File: config.mk
export PLATFORM = sky130hd
export DESIGN_NAME = stage_sequencer
export DESIGN_NICKNAME = d
export VERILOG_FILES = /design/src/rtl/stage_sequencer.sv
export SDC_FILE = /design/constraint.sdc
export NUM_CORES = 1
export LEC_CHECK = 0
export ABC_AREA = 1
export BUFFER_PORTS_ARGS = -buffer_cell sky130_fd_sc_hd__buf_2
export CAP_MARGIN = 30
export CORE_MARGIN = 2
export CORE_UTILIZATION = 45
export DETAILED_ROUTE_END_ITERATION = 8
export PLACE_DENSITY = 0.7
export SETUP_SLACK_MARGIN = 0.15
export SYNTH_ARGS = -nofsm -noshare
export SYNTH_HDL_FRONTEND = slang
export SYNTH_SLANG_ARGS = --single-unit
File: constraint.sdc
create_clock -name clk -period 3.65 [get_ports clk]
set_input_delay 0.365 -clock clk [delete_from_list [all_inputs] [get_ports clk]]
set_output_delay 0.365 -clock clk [all_outputs]
set_load 0.03 [all_outputs]
File: src/rtl/stage_sequencer.sv
// Multi-cycle stage sequencer for a non-pipelined core: walks FETCH..WRITEBACK,
// waits on memory ready signals with an optional timeout, and counts retired instructions.
module stage_sequencer #(
  parameter int IM_ADDR_W = 10,
  parameter int DM_ADDR_W = 12,
  parameter int CNT_W     = 16,
  parameter int TIMEOUT   = 15
) (
  input  logic             clk,
  input  logic             rst,
  input  logic             halt_req,
  input  logic             im_ready,
  input  logic             dm_ready,
  input  logic             is_mem_op,
  input  logic             is_store,
  output logic             enable_fetch,
  output logic             enable_decode,
  output logic             enable_execute,
  output logic             enable_memaccess,
  output logic             enable_writeback,
  output logic             IM_read,
  output logic             DM_read,
  output logic             DM_write,
  output logic [2:0]       state,
  output logic             timeout_err,
  output logic [CNT_W-1:0] instr_count
);

  // Address widths are carried for documentation only; reject nonsense values at elaboration.
  if (IM_ADDR_W < 1 || DM_ADDR_W < 1 || CNT_W < 1) begin : g_bad_params
    $error("stage_sequencer: IM_ADDR_W, DM_ADDR_W and CNT_W must be positive");
  end

  localparam int WAIT_W = (TIMEOUT > 1) ? $clog2(TIMEOUT) : 1;
  localparam bit TO_EN  = (TIMEOUT > 0);
  localparam logic [WAIT_W-1:0] TO_LAST = WAIT_W'(TIMEOUT - 1);

  typedef enum logic [2:0] {
    S_IDLE      = 3'd0,
    S_FETCH     = 3'd1,
    S_DECODE    = 3'd2,
    S_EXECUTE   = 3'd3,
    S_MEMACCESS = 3'd4,
    S_WRITEBACK = 3'd5,
    S_HALT      = 3'd6,
    S_ERROR     = 3'd7
  } state_t;

  state_t            state_q;
  state_t            state_next;
  logic              store_q;
  logic [WAIT_W-1:0] wait_cnt;
  logic              wait_inc;

  // Handshake: a memory stage holds its strobe high every cycle until the matching
  // ready is sampled 1 at a rising edge; that edge completes the access.
  always_comb begin
    state_next = state_q;
    wait_inc   = 1'b0;
    case (state_q)
      S_IDLE:      state_next = halt_req ? S_HALT : S_FETCH;
      S_FETCH: begin
        if (im_ready)                          state_next = S_DECODE;
        else if (TO_EN && wait_cnt == TO_LAST) state_next = S_ERROR;
        else                                   wait_inc   = 1'b1;
      end
      S_DECODE:    state_next = S_EXECUTE;
      S_EXECUTE:   state_next = is_mem_op ? S_MEMACCESS : S_WRITEBACK;
      S_MEMACCESS: begin
        if (dm_ready)                          state_next = S_WRITEBACK;
        else if (TO_EN && wait_cnt == TO_LAST) state_next = S_ERROR;
        else                                   wait_inc   = 1'b1;
      end
      S_WRITEBACK: state_next = halt_req ? S_HALT : S_FETCH;
      S_HALT:      state_next = halt_req ? S_HALT : S_FETCH;
      S_ERROR:     state_next = S_ERROR;
      default:     state_next = S_IDLE;
    endcase
  end

  always_ff @(posedge clk or negedge rst) begin
    if (!rst) begin
      state_q     <= S_IDLE;
      store_q     <= 1'b0;
      wait_cnt    <= '0;
      instr_count <= '0;
      timeout_err <= 1'b0;
    end else begin
      state_q <= state_next;
      if (state_q == S_EXECUTE) store_q <= is_store;
      // Any state change restarts the wait counter, so each FETCH/MEMACCESS visit starts at 0.
      if (state_next != state_q) wait_cnt <= '0;
      else if (wait_inc)         wait_cnt <= wait_cnt + 1'b1;
      if (state_q == S_WRITEBACK) instr_count <= instr_count + 1'b1;
      if (state_next == S_ERROR)  timeout_err <= 1'b1;
    end
  end

  // Moore decode only: outputs depend on state_q and store_q, never on inputs.
  always_comb begin
    enable_fetch     = 1'b0;
    enable_decode    = 1'b0;
    enable_execute   = 1'b0;
    enable_memaccess = 1'b0;
    enable_writeback = 1'b0;
    IM_read          = 1'b0;
    DM_read          = 1'b0;
    DM_write         = 1'b0;
    case (state_q)
      S_FETCH: begin
        enable_fetch = 1'b1;
        IM_read      = 1'b1;
      end
      S_DECODE:    enable_decode = 1'b1;
      S_EXECUTE:   enable_execute = 1'b1;
      S_MEMACCESS: begin
        enable_memaccess = 1'b1;
        DM_write         = store_q;
        DM_read          = !store_q;
      end
      S_WRITEBACK: enable_writeback = 1'b1;
      default: ;
    endcase
  end

  assign state = state_q;

endmodule

==> flow_summary.json <==
{
  "yosys_warnings": 0,
  "gp_congestion": 0.926,
  "yosysTopAreaCell": "dfrtp_1",
  "ys_ff_latch": 25,
  "critPathMaxFanout": 11,
  "dpl.hpwl_mm": 2.17,
  "holdWs_ps": 18.4,
  "syn_nets": 188,
  "ctsHoldBuffers": 0,
  "crit_arrival_ps": 1490,
  "initial_core_util_pct": 47.8,
  "routed_wl_mm": 2.77,
  "firstDrtPassIters": 4,
  "final_antenna_net_count": 0,
  "crit_required_ps": 3280,
  "vdd_ir_drop_max_v": 0.000197,
  "p_total_uw": 407,
  "reg2reg_slack_ps": 2010,
  "final_common_cell": "nand2_1",
  "report.final.slew_viol_count": 0,
  "min_period_ps": 1860,
  "cts_buffer_depth": 2,
  "finClkSkew_ps": 2.95,
  "die_h_microns": 61.2,
  "setup-violations-final": 0,
  "endpoint_kind": "primary output",
  "routedWlPerCell_microns": 10.8,
  "vias_per_cell": 4.61,
  "cts_buffers": 3,
  "hp-class": "in2async",
  "syn_area_sq_mm": 0.00147,
  "antenna_cells": 0,
  "p_per_area_mw_per_mm2": 241,
  "synth_top_area_share_pct": 42.6,
  "place_ws_ps": 2040,
  "drc": 0,
  "final.setup.tns_ps": 0,
  "cts_tree": "yes",
  "cts_root_buffer": "clkbuf_4",
  "avgSynthCellArea_sq_um": 8.26,
  "grt_pass1_wl_mm": 4.64,
  "die_w_microns": 61.2,
  "cts_setup_buffers": 0,
  "die_area_sq_mm": 0.00374,
  "critPathLaunchType": "flop",
  "maxCapViolCount": 0,
  "grt_use_total_pct": 16.8,
  "rsz0062_at_grt": "false",
  "yosysSeqAreaShare_pct": 42.6,
  "gr-total-overflow": 0,
  "hold_violations": 0,
  "p_leak_nw": 0.976,
  "crit_path_max_incr_delay_ps": 590,
  "core-area_sq_mm": 0.00308,
  "ctsResizeCount": 0,
  "final_core_util_pct": 55.0,
  "path_clk_slew_ps": 130,
  "h-tree-depth": 1,
  "ys.flop_type": "dfrtp_1",
  "synth-async-reset-ratio_pct": 100,
  "final.setup.worst_slack_ps": 1790,
  "most-common-layout-cells": "nand2_1, buf_2, inv_1",
  "vias": 1186,
  "worst_pin_slew_ps": 552,
  "grt_antenna_before_repair": 0,
  "area_delta_synth_final_pct": 15.1,
  "status": "finished, final reports clean",
  "period_share_pct": 50.8,
  "row_count": 20,
  "synth_cells": 178,
  "numPortBuffers": 34,
  "final_nets": 224,
  "synth_edf_count": 0,
  "clock_latency_ps": 310,
  "ys_top_cells_by_area": "dfrtp_1, nand2_1, xor2_1",
  "grt_max_degree": 26,
  "fmax_mhz": 539,
  "synth_cell_types": 26,
  "max-slew-margin-rel_pct": 63.2,
  "crit_chain": "nand2_1 > nor2_1 > buf_2",
  "grt_pass1_vias": 1056,
  "crit_slowest_cell": "dfrtp_1",
  "drive_gt1_share_pct": 25.8,
  "ios": 35,
  "worstSetupPathType": "reg2out",
  "clock_sinks": 25,
  "first_iter_violations": 46
}
==> sequential cells by signal, indices dropped and copies added, names as in the netlist <==
signal,flops
instr_count,16
state,3
store_q,1
timeout_err,1
wait_cnt,4
==> cells by family after synthesis <==
family,after synthesis,share of synthesized area (%)
AND/OR/NAND/NOR,88,30.6
buffers and inverters,33,9.79
flip-flops,25,42.6
XOR/XNOR,17,10.1
AO/OA/AOI/OAI,12,4.43
adder cells (fa/ha/maj),3,2.55
==> final timing paths <==
kind | from | end | cells after the start
worst max-delay path | state[0] | enable_execute | 3
worst min-delay path | rst | store_q | 1
worst max register to register | wait_cnt[0] | wait_cnt[0] | 11
worst min register to register | timeout_err | timeout_err | 1
max in group asynchronous | rst | wait_cnt[0] | 1
min in group clk | is_store | store_q | 3
==> layout make-up <==
class	instances	area [sq um]
Sequential cell	25	626
Fill cell	313	1390
Inverter	30	114
Clock buffer	4	26.3
Tap cell	44	55.1
Timing Repair Buffer	34	170
Multi-Input combinational cell	120	701
==> power by group <==
group | internal (mW) | switching (mW) | total, mW
Clock | 0.0427 | 0.0783 | 0.121
Sequential | 0.277 | 0 | 0.277
Combinational | 0.00241 | 0.00658 | 0.00899
Total | 0.322 | 0.0849 | 0.407
==> routing by layer <==
layer | up-vias | wire length, microns | global-route usage, %
met5 | - | 0 | 0
met4 | 0 | 36 | 6.52
met3 | 4 | 98 | 3.15
met2 | 22 | 1240 | 25.5
met1 | 536 | 1390 | 23.9
li1 | 624 | - | -
==> cells in the mapped netlist (2+ instances only) <==
cell type	n
dfrtp_1	25
inv_1	26
buf_6	2
nand4_1	6
nand3_2	2
xor2_1	12
nand3_1	15
nor3_4	2
nor2_2	3
nand2_1	35
nand2_2	4
xnor2_1	5
o21ai_0	6
nor2_1	17
inv_2	3
a21oi_1	2
o21ai_1	2
ha_1	3
==> worst max-delay path, delay by kind of cell (launching register included) <==
| kind | cells | cell delay, ps |
|---|---|---|
| AND/OR/NAND/NOR | 2 | 360 |
| flip-flops | 1 | 590 |
| buffers and inverters | 1 | 230 |
==> stage by stage <==
| step | std cells | instance area [sq um] |
|---|---|---|
| 2_1_floorplan | 178 | 1470 |
| 3_3_place_gp | 253 | 1670 |
| 3_5_place_dp | 253 | 1670 |
| 4_1_cts | 257 | 1690 |
| 5_1_grt | 257 | 1690 |
| 6_report | 257 | 1690 |
Note: power is estimated with default switching activity, not from simulation.
